## config.mk

```make
export PLATFORM = sky130hd
export DESIGN_NAME = uart_frame_parser_flat
export DESIGN_NICKNAME = d
export VERILOG_FILES = /design/src/rtl/uart_frame_parser_if.sv /design/src/rtl/uart_frame_parser.sv /design/src/flat_wrapper.sv
export SDC_FILE = /design/constraint.sdc
export NUM_CORES = 1
export LEC_CHECK = 0
export CAP_MARGIN = 5
export CORE_ASPECT_RATIO = 1.75
export CORE_UTILIZATION = 50
export DETAILED_ROUTE_END_ITERATION = 12
export PLACE_DENSITY = 0.77
export SLEW_MARGIN = 20
export SYNTH_ARGS = -nofsm -noshare
export SYNTH_HDL_FRONTEND = slang
export SYNTH_SLANG_ARGS = --single-unit
```

## constraint.sdc

```tcl
create_clock -name sys_clk -period 8.52 [get_ports sys_clk]
set_input_delay 2.556 -clock sys_clk [delete_from_list [all_inputs] [get_ports sys_clk]]
set_output_delay 2.556 -clock sys_clk [all_outputs]
set_load 0.1 [all_outputs]
```

## src/rtl/uart_frame_parser_if.sv

```systemverilog
// uart_frame_parser_if
// Groups the byte input, the command handshake, the payload read port and
// the diagnostic outputs of uart_frame_parser into one bundle.
//   uart_done/uart_data : byte strobe and data from the UART receiver
//   cmd_valid/cmd_ack   : frame-available / frame-accepted handshake
//   cmd_code/cmd_len    : CMD and LEN of the held frame
//   pl_addr/pl_data     : payload read index and registered read data
//   chk_err/len_err/to_err : one-cycle error pulses
//   drop_cnt            : saturating count of bytes dropped while holding
// The slave modport is the parser; the master modport is its surroundings
// (UART receiver plus command handler).
interface uart_frame_parser_if;
    logic       uart_done;
    logic [7:0] uart_data;
    logic       cmd_valid;
    logic       cmd_ack;
    logic [7:0] cmd_code;
    logic [4:0] cmd_len;
    logic [3:0] pl_addr;
    logic [7:0] pl_data;
    logic       chk_err;
    logic       len_err;
    logic       to_err;
    logic [7:0] drop_cnt;

    modport master (
        output uart_done, uart_data, cmd_ack, pl_addr,
        input  cmd_valid, cmd_code, cmd_len, pl_data,
        input  chk_err, len_err, to_err, drop_cnt
    );

    modport slave (
        input  uart_done, uart_data, cmd_ack, pl_addr,
        output cmd_valid, cmd_code, cmd_len, pl_data,
        output chk_err, len_err, to_err, drop_cnt
    );
endinterface

```

## src/rtl/uart_frame_parser.sv

```systemverilog
// uart_frame_parser
// Recognises frames 0x55 0xAA CMD LEN PAYLOAD[LEN] CHK in the UART byte
// stream, checks LEN against MAX_LEN and CHK against the mod-256 sum of
// CMD, LEN and the payload, buffers the payload and holds each good frame
// until the consumer acknowledges it.
// Ports:
//   sys_clk : system clock
//   sys_rst : asynchronous, active-high reset
//   bus     : uart_frame_parser_if slave modport (byte input, command
//             handshake, payload read port, error pulses, drop counter)
// Parameters:
//   MAX_LEN     : largest accepted payload, 1..16
//   TIMEOUT_CYC : inter-byte timeout in sys_clk cycles, 2..2^20
module uart_frame_parser #(
    parameter int MAX_LEN     = 16,
    parameter int TIMEOUT_CYC = 50000
) (
    input logic                sys_clk,
    input logic                sys_rst,
    uart_frame_parser_if.slave bus
);

    typedef enum logic [2:0] {
        IDLE,
        HDR2,
        CMD,
        LEN,
        DATA,
        CHK,
        HOLD
    } state_t;

    state_t      state;
    logic [7:0]  buffer [MAX_LEN];
    logic [7:0]  acc;
    logic [3:0]  idx;
    logic [19:0] to_cnt;
    logic        in_frame;
    logic        to_hit;

    // A frame is "in flight" from the first header byte up to the checksum.
    // A byte arriving in the expiry cycle takes priority over the timeout.
    assign in_frame = (state != IDLE) && (state != HOLD);
    assign to_hit   = in_frame && !bus.uart_done &&
                      (to_cnt == 20'(TIMEOUT_CYC - 1));

    // Frame FSM with all of its registered outputs. The timeout counter is
    // kept here too so that it restarts on the same edge the FSM leaves a
    // frame, and the error pulses default low every cycle.
    always_ff @(posedge sys_clk or posedge sys_rst) begin
        if (sys_rst) begin
            state         <= IDLE;
            acc           <= 8'h00;
            idx           <= 4'd0;
            to_cnt        <= 20'd0;
            bus.cmd_valid <= 1'b0;
            bus.cmd_code  <= 8'h00;
            bus.cmd_len   <= 5'd0;
            bus.chk_err   <= 1'b0;
            bus.len_err   <= 1'b0;
            bus.to_err    <= 1'b0;
            bus.drop_cnt  <= 8'h00;
            for (int i = 0; i < MAX_LEN; i++) begin
                buffer[i] <= 8'h00;
            end
        end else begin
            bus.chk_err <= 1'b0;
            bus.len_err <= 1'b0;
            bus.to_err  <= 1'b0;

            if (bus.uart_done || !in_frame || to_hit) begin
                to_cnt <= 20'd0;
            end else begin
                to_cnt <= to_cnt + 20'd1;
            end

            if (to_hit) begin
                bus.to_err <= 1'b1;
                state      <= IDLE;
            end else begin
                case (state)
                    IDLE: begin
                        if (bus.uart_done && bus.uart_data == 8'h55) begin
                            state <= HDR2;
                        end
                    end
                    HDR2: begin
                        // A repeated 0x55 may be the real start of a frame.
                        if (bus.uart_done) begin
                            if (bus.uart_data == 8'hAA) begin
                                state <= CMD;
                            end else if (bus.uart_data != 8'h55) begin
                                state <= IDLE;
                            end
                        end
                    end
                    CMD: begin
                        if (bus.uart_done) begin
                            bus.cmd_code <= bus.uart_data;
                            acc          <= bus.uart_data;
                            state        <= LEN;
                        end
                    end
                    LEN: begin
                        if (bus.uart_done) begin
                            bus.cmd_len <= bus.uart_data[4:0];
                            acc         <= acc + bus.uart_data;
                            idx         <= 4'd0;
                            if (int'(bus.uart_data) > MAX_LEN) begin
                                bus.len_err <= 1'b1;
                                state       <= IDLE;
                            end else if (bus.uart_data == 8'h00) begin
                                state <= CHK;
                            end else begin
                                state <= DATA;
                            end
                        end
                    end
                    DATA: begin
                        if (bus.uart_done) begin
                            buffer[idx] <= bus.uart_data;
                            acc         <= acc + bus.uart_data;
                            if (5'(idx) == bus.cmd_len - 5'd1) begin
                                state <= CHK;
                            end else begin
                                idx <= idx + 4'd1;
                            end
                        end
                    end
                    CHK: begin
                        if (bus.uart_done) begin
                            if (bus.uart_data == acc) begin
                                bus.cmd_valid <= 1'b1;
                                state         <= HOLD;
                            end else begin
                                bus.chk_err <= 1'b1;
                                state       <= IDLE;
                            end
                        end
                    end
                    HOLD: begin
                        // Frame is frozen; incoming bytes are only counted,
                        // including one arriving together with the ack.
                        if (bus.uart_done && bus.drop_cnt != 8'hFF) begin
                            bus.drop_cnt <= bus.drop_cnt + 8'd1;
                        end
                        if (bus.cmd_ack) begin
                            bus.cmd_valid <= 1'b0;
                            state         <= IDLE;
                        end
                    end
                    default: state <= IDLE;
                endcase
            end
        end
    end

    // Registered payload read port. When the buffer is smaller than the
    // 4-bit address space, out-of-range addresses read as zero.
    generate
        if (MAX_LEN < 16) begin : g_partial_buf
            always_ff @(posedge sys_clk or posedge sys_rst) begin
                if (sys_rst) begin
                    bus.pl_data <= 8'h00;
                end else if ({1'b0, bus.pl_addr} < 5'(MAX_LEN)) begin
                    bus.pl_data <= buffer[bus.pl_addr];
                end else begin
                    bus.pl_data <= 8'h00;
                end
            end
        end else begin : g_full_buf
            always_ff @(posedge sys_clk or posedge sys_rst) begin
                if (sys_rst) begin
                    bus.pl_data <= 8'h00;
                end else begin
                    bus.pl_data <= buffer[bus.pl_addr];
                end
            end
        end
    endgenerate

endmodule

```

## src/flat_wrapper.sv

```systemverilog
// flat-port wrapper written by rule: the top's interface ports become plain ports
module uart_frame_parser_flat 
#(
    parameter int MAX_LEN     = 16,
    parameter int TIMEOUT_CYC = 50000
)
  (sys_clk, sys_rst, bus_uart_done, bus_uart_data, bus_cmd_ack, bus_pl_addr, bus_cmd_valid, bus_cmd_code, bus_cmd_len, bus_pl_data, bus_chk_err, bus_len_err, bus_to_err, bus_drop_cnt);
  uart_frame_parser_if bus_i ();
  input logic sys_clk;
  input logic sys_rst;
  input wire logic [$bits(bus_i.uart_done)-1:0] bus_uart_done;
  input wire logic [$bits(bus_i.uart_data)-1:0] bus_uart_data;
  input wire logic [$bits(bus_i.cmd_ack)-1:0] bus_cmd_ack;
  input wire logic [$bits(bus_i.pl_addr)-1:0] bus_pl_addr;
  output wire logic [$bits(bus_i.cmd_valid)-1:0] bus_cmd_valid;
  output wire logic [$bits(bus_i.cmd_code)-1:0] bus_cmd_code;
  output wire logic [$bits(bus_i.cmd_len)-1:0] bus_cmd_len;
  output wire logic [$bits(bus_i.pl_data)-1:0] bus_pl_data;
  output wire logic [$bits(bus_i.chk_err)-1:0] bus_chk_err;
  output wire logic [$bits(bus_i.len_err)-1:0] bus_len_err;
  output wire logic [$bits(bus_i.to_err)-1:0] bus_to_err;
  output wire logic [$bits(bus_i.drop_cnt)-1:0] bus_drop_cnt;
  assign bus_i.uart_done = bus_uart_done;
  assign bus_i.uart_data = bus_uart_data;
  assign bus_i.cmd_ack = bus_cmd_ack;
  assign bus_i.pl_addr = bus_pl_addr;
  assign bus_cmd_valid = bus_i.cmd_valid;
  assign bus_cmd_code = bus_i.cmd_code;
  assign bus_cmd_len = bus_i.cmd_len;
  assign bus_pl_data = bus_i.pl_data;
  assign bus_chk_err = bus_i.chk_err;
  assign bus_len_err = bus_i.len_err;
  assign bus_to_err = bus_i.to_err;
  assign bus_drop_cnt = bus_i.drop_cnt;
  uart_frame_parser #(.MAX_LEN(MAX_LEN), .TIMEOUT_CYC(TIMEOUT_CYC)) u_core (.sys_clk(sys_clk), .sys_rst(sys_rst), .bus(bus_i));
endmodule
```

# Word-level counts from Yosys, hierarchy flattened
# Cells that the tools add are included.
word_totals:
  word_cells: 138
  output_inout_bits: 33
  inputBits: 16
  register_bits: 196
classes:
  n_reduce_logical: 25
  n_addsub: 5
  order_cmp: 4
  n_mux: 42
  bitwise_logic: 3
  eq_ne: 31
ops:
  columns: ["operator", "count"]
  rows:
  - ["128-bit bitwise mux", 1]
  - ["8-bit 2-to-1 mux", 5]
  - ["3-bit 2-to-1 mux", 13]
  - ["8-bit binary-select mux with 4-bit select", 1]
  - ["8-bit demux with 4-bit select", 1]
  - ["3-bit one-hot mux with 7 select lines", 1]
  - ["20-bit by 1-bit adder with 20-bit output (second input constant)", 1]
  - ["20-bit by 16-bit equality test with 1-bit output (second input constant)", 1]
  - ["20-bit 2-to-1 mux", 1]
  - ["3-bit by 2-bit inequality test with 1-bit output (second input constant)", 6]
  - ["8-bit one-hot mux with 2 select lines", 1]
  - ["1-bit 2-to-1 mux", 13]
  - ["4-bit 2-to-1 mux", 3]
  - ["2-bit inequality test (second input constant)", 6]
  - ["3-bit AND reduction", 4]
  - ["5-bit >= comparator (second input constant)", 2]
  - ["4-bit NOT with 5-bit output", 2]
  - ["5-bit AND reduction", 2]
  - ["3-bit equality test (second input constant)", 3]
  - ["9-bit AND reduction", 1]
  - ["8-bit by 1-bit adder with 8-bit output (second input constant)", 1]
  - ["8-bit adder", 1]
  - ["8-bit by 7-bit equality test with 1-bit output (second input constant)", 1]
  - ["8-bit equality test", 1]
  - ["26 further kinds", 38]

# Longest topological paths before layout
logic_depth:
  depth_word: 6
  ltp_mapped: 9
  mapped_depth_nobuf: 9

# Worst setup path before layout
# No wires, ideal clock.
synth_timing:
  path_kind: "input to register"
  startpoint: "input port bus_uart_data[1]"
  endpoint: "register u_core.acc[4]"
  path_stages: 8
  n_path_buf: 1
  arrival_time_ps: 4144
  required_time_ps: 8438
  setup_ps: 82
  slack_ps: 4294
  path_cell_list: "inv_1 -> clkbuf_1 -> fa_1 -> nor2b_1 -> o21ai_0 -> nand3_1 -> or3b_2 -> a31oi_1"
synth_via:
  elab_chain_cells: 3
synth_lines:
  columns: ["element", "line_no", "source"]
  rows:
  - ["start, declared", "flat_wrapper.sv:12", "input wire logic [$bits(bus_i.uart_data)-1:0] bus_uart_data;"]
  - ["8-bit adder", "uart_frame_parser.sv:107, uart_frame_parser.sv:122", null]
  - ["8-bit 2-to-1 mux", "uart_frame_parser.sv:105, uart_frame_parser.sv:120", null]
  - ["8-bit one-hot mux with 2 select lines", "uart_frame_parser.sv:81", "case (state)"]
  - ["end signal, assigned", "uart_frame_parser.sv:100", "acc <= bus.uart_data;"]
  - ["end signal, assigned", "uart_frame_parser.sv:107", "acc <= acc + bus.uart_data;"]
  - ["end signal, assigned", "uart_frame_parser.sv:122", "acc <= acc + bus.uart_data;"]
  - ["end, declared", "uart_frame_parser.sv:35", "logic [7:0] acc;"]
# No other way between the ends. The select of a mux whose other input is x is not followed.
# A chain may end at the register's enable or synchronous reset.

# Worst setup path in the final report
layout_timing:
  startpoint: "input port bus_uart_data[0]"
  endpoint: "register u_core.acc[4]"
# The elaborated chain is that of the path after synthesis.

==> flow_summary_export.csv <==
group,metric,value,unit
die,std_cell_rows,65,
die,coreArea,18100,um2
global_route,grt_first_pass_wirelength,34.1,mm
sta,final_max_slew_viol_count,0,
synth,syn_inst,715,
global_route,gr-usage-met1,0.267,
die,io_pins,49,
global_route,grtUsageTotal,0.235,
placement,io_buffers,48,
clocking,cts_tree,"yes",
clocking,worstSkewPairLatency,440,ps
sta,slew_headroom,0.334,
synth,synth_area_leaders,"dfrtp_1, mux2_2, mux4_2",
layout,stdcell_area,10500,um2
worst_setup_path,cp_num_buf_inv,2,
synth,synthMuxAreaShare,0.251,
worst_setup_path,cp.arrival,5240,ps
worst_setup_path,ff2ff_path_depth,5,
worst_setup_path,worstSetupStartpoint,"bus_uart_data[0]",
clocking,cts_root_buf,"clkbuf_16",
worst_setup_path,cp.depth,9,
placement,dp_hpwl,14.2,mm
synth,synthSimpleGateAreaFrac,0.105,
worst_setup_path,rr_endpoint,"u_core.to_cnt[10]",
global_route,antenna_found_initial,0,
synth,synth_compound_area_frac,0.0410,
die,floorplan.die.width,105,um
sta,rsz0062_at_grt,"no",
worst_setup_path,cp.required,8880,ps
worst_setup_path,cp-end-kind,"register",
clocking,cts_buffers,17,
sta,fin_crit_sh,0.573,
placement,gp_congestion,0.821,
sta,whs,487,ps
worst_setup_path,worstPathCellList,"clkdlybuf4s50_1 -> ha_1 -> inv_1 -> fa_1 -> nor2b_1 -> o21ai_0 -> nand3_1 -> or3b_2 -> a31oi_1",
routing,viasPerCell,5.91,
synth,synth_nets,746,
routing,drt_iter0_drc,397,
synth,synth.avg_cell_area,13.1,um2
worst_setup_path,cp_max_fo,23,
routing,via_count,5859,
routing,detail-route-antenna-nets,0,
worst_setup_path,critPathKind,"in -> reg",
synth,synth_xor_area_frac,0.0337,
sta,min_period,4880,ps
sta,fin_tns_setup,0,ps
die,die-area,19300,um2
worst_setup_path,start_kind,"primary input",
placement,placed_area,9980,um2
routing,wl,20.9,mm
status,status,"finished clean",
synth,synth.ff_latch_count,196,
worst_setup_path,slowest_stage,"clkdlybuf4s50_1",
synth,ys.flop_type,"dfrtp_1",
die,start_util,0.516,
synth,synth_edf_count,0,
flow_run,cap_violations,0,
power_and_ir_drop,p_leak,4.91,nW
routing,dr.pass1.iters,4,
synth,yosysWarnings,0,
clocking,cts_max_level,4,
global_route,grt_overflow_total,0,
synth,yosysTopAreaCell,"dfrtp_1",
sta,finClkSkew,11.1,ps
clocking,cts_hold_buffers,0,
synth,yosysTopAreaCellShare,0.524,
synth,synth_area,9360,um2
worst_setup_path,critPathTopFamily,"buffers and inverters",
layout,finish.net_count,776,
synth,synth_adder_area_share,0.0209,
worst_setup_path,slowest_delay,960,ps
worst_setup_path,critPathCapture,"u_core.acc[4]",
layout,n_antenna_cell,0,
synth,synth.distinct_cells,55,
sta,fmax,0.205,GHz
sta,tightest_slew,996,ps
synth,synth_top_family_by_area,"multiplexers",
worst_setup_path,r2r_slack,6160,ps
die,die_h,183,um
global_route,grt_max_degree,127,
routing,drc_errors,0,
clocking,path_clk_slew,80,ps
global_route,grt_pass1_vias,6402,
sta,hold_viol,0,
synth,ys_async_sr_fraction,1.00,
global_route,use_met2,0.422,
layout,area.growth.synth_to_final,12.6,%
clocking,ctsResizeCount,0,
layout,drive_gt1_frac,0.296,
worst_hold_path,hold_class,"reg -> reg",
worst_setup_path,r2r-start,"u_core.state[1]",
global_route,met3_usage,0.0380,
power_and_ir_drop,powerDensity,192,nW/um2
clocking,postCtsSetupBuffers,0,
clocking,clock_sinks,196,
global_route,grt-busiest-layer,"met2",
clocking,clockBufferDepth,2,
synth,ys_seq_area_frac,0.524,
routing,wl_per_cell,21.0,um
sta,setup_viol,0,
power_and_ir_drop,ir_worst_vdd,0.145,mV
## layout make-up
class                           count  area (um2)
Fill cell                        1438        7600
Sequential cell                   196        4900
Multi-Input combinational cell    465        4220
Timing Repair Buffer               51         498
Clock buffer                       18         439
Tap cell                          234         293
Clock inverter                     14         116
Inverter                           14        60.1
## cell families after synthesis
logic type               after synthesis
AO/OA/AOI/OAI                         63
XOR/XNOR                              36
adder cells (fa/ha/maj)               15
buffers and inverters                 54
flip-flops                           196
multiplexers                         169
AND/OR/NAND/NOR                      182
## power breakdown
| part | total [mW] | internal, mW | switching [mW] |
|---|---|---|---|
| sequential | 0.991 | 0.957 | 0.0340 |
| clock | 0.758 | 0.391 | 0.367 |
| combinational | 0.274 | 0.0953 | 0.178 |
## through the flow
| step | setup slack, ps | util | power, mW | std cells |
|---|---|---|---|---|
| 2_1_floorplan | 623 | - | 1.21 | 715 |
| 3_3_place_gp | 3320 | 0.550 | 1.27 | 960 |
| 3_5_place_dp | 3210 | 0.550 | 1.28 | 960 |
| 4_1_cts | 3660 | 0.581 | 2.04 | 992 |
| 5_1_grt | 3490 | 0.581 | 2.11 | 992 |
| 6_report | 3640 | 0.581 | 2.02 | 992 |
## placed cells by master, fill, tap and decap left out, drive strengths merged, types with 3 or more instances in the layout
cell	n
a21oi	14
a31oi	6
and2	3
and3	10
and4	4
buf	4
clkbuf	18
clkdlybuf4s50	47
clkinvlp	3
dfrtp	196
ha	14
inv	23
mux2	126
mux2i	3
mux4	40
nand2	55
nand2b	4
nand3	24
nand4	8
nor2	44
nor2b	8
nor3	6
nor4	6
o21a	3
o21ai	24
o31ai	3
or2	3
xnor2	16
xor2	20
## synth_stat cells, drive strengths merged, types with 2 or more instances
cell type,number
xnor2,16
a41oi,2
o21ai,24
o31ai,3
clkbuf,23
mux2,126
nor2,44
nor2b,8
nor3b,2
buf,17
and4,4
a21oi,14
a31oi,6
or2,3
o22ai,2
ha,14
mux4,40
and3,10
a21o,2
nand2b,4
nor4,6
dfrtp,196
nand3,24
nand2,55
mux2i,3
and2,3
o21a,3
inv,14
nor3,6
nand4,8
xor2,20
## layer usage
metal,vias up,part of all wire
li1,2636,-
met4,0,0.047
met2,118,0.54
met5,-,0
met3,53,0.030
met1,3052,0.38
## registers in the layout, indices dropped and copies added (netlist names)
register and cells:
u_core.buffer 128, u_core.to_cnt 20, u_core.acc 8, u_core.bus.cmd_code 8
u_core.bus.drop_cnt 8, u_core.bus.pl_data 8, u_core.bus.cmd_len 5, u_core.idx 4
u_core.state 3, u_core.bus.chk_err 1, u_core.bus.cmd_valid 1, u_core.bus.len_err 1
u_core.bus.to_err 1
## worst reg2reg max path: stages (launching register included)
cell      delay, ps
dfrtp_1         520
or2_2           350
and2_1          150
o21ai_0         440
nand2b_1        610
nor2_1          140
## worst min path at each step
stage,from,end,slack [ps],cells past startpoint
after floorplan,u_core.buffer[105],u_core.buffer[105],440,2
after global placement,u_core.buffer[41],u_core.buffer[41],460,2
after detailed placement,u_core.buffer[49],u_core.buffer[49],470,2
after CTS,u_core.buffer[49],u_core.buffer[49],480,2
after global routing,u_core.buffer[1],u_core.buffer[1],510,2
final,u_core.buffer[57],u_core.buffer[57],490,2
Power figures use the tool's default switching activity.
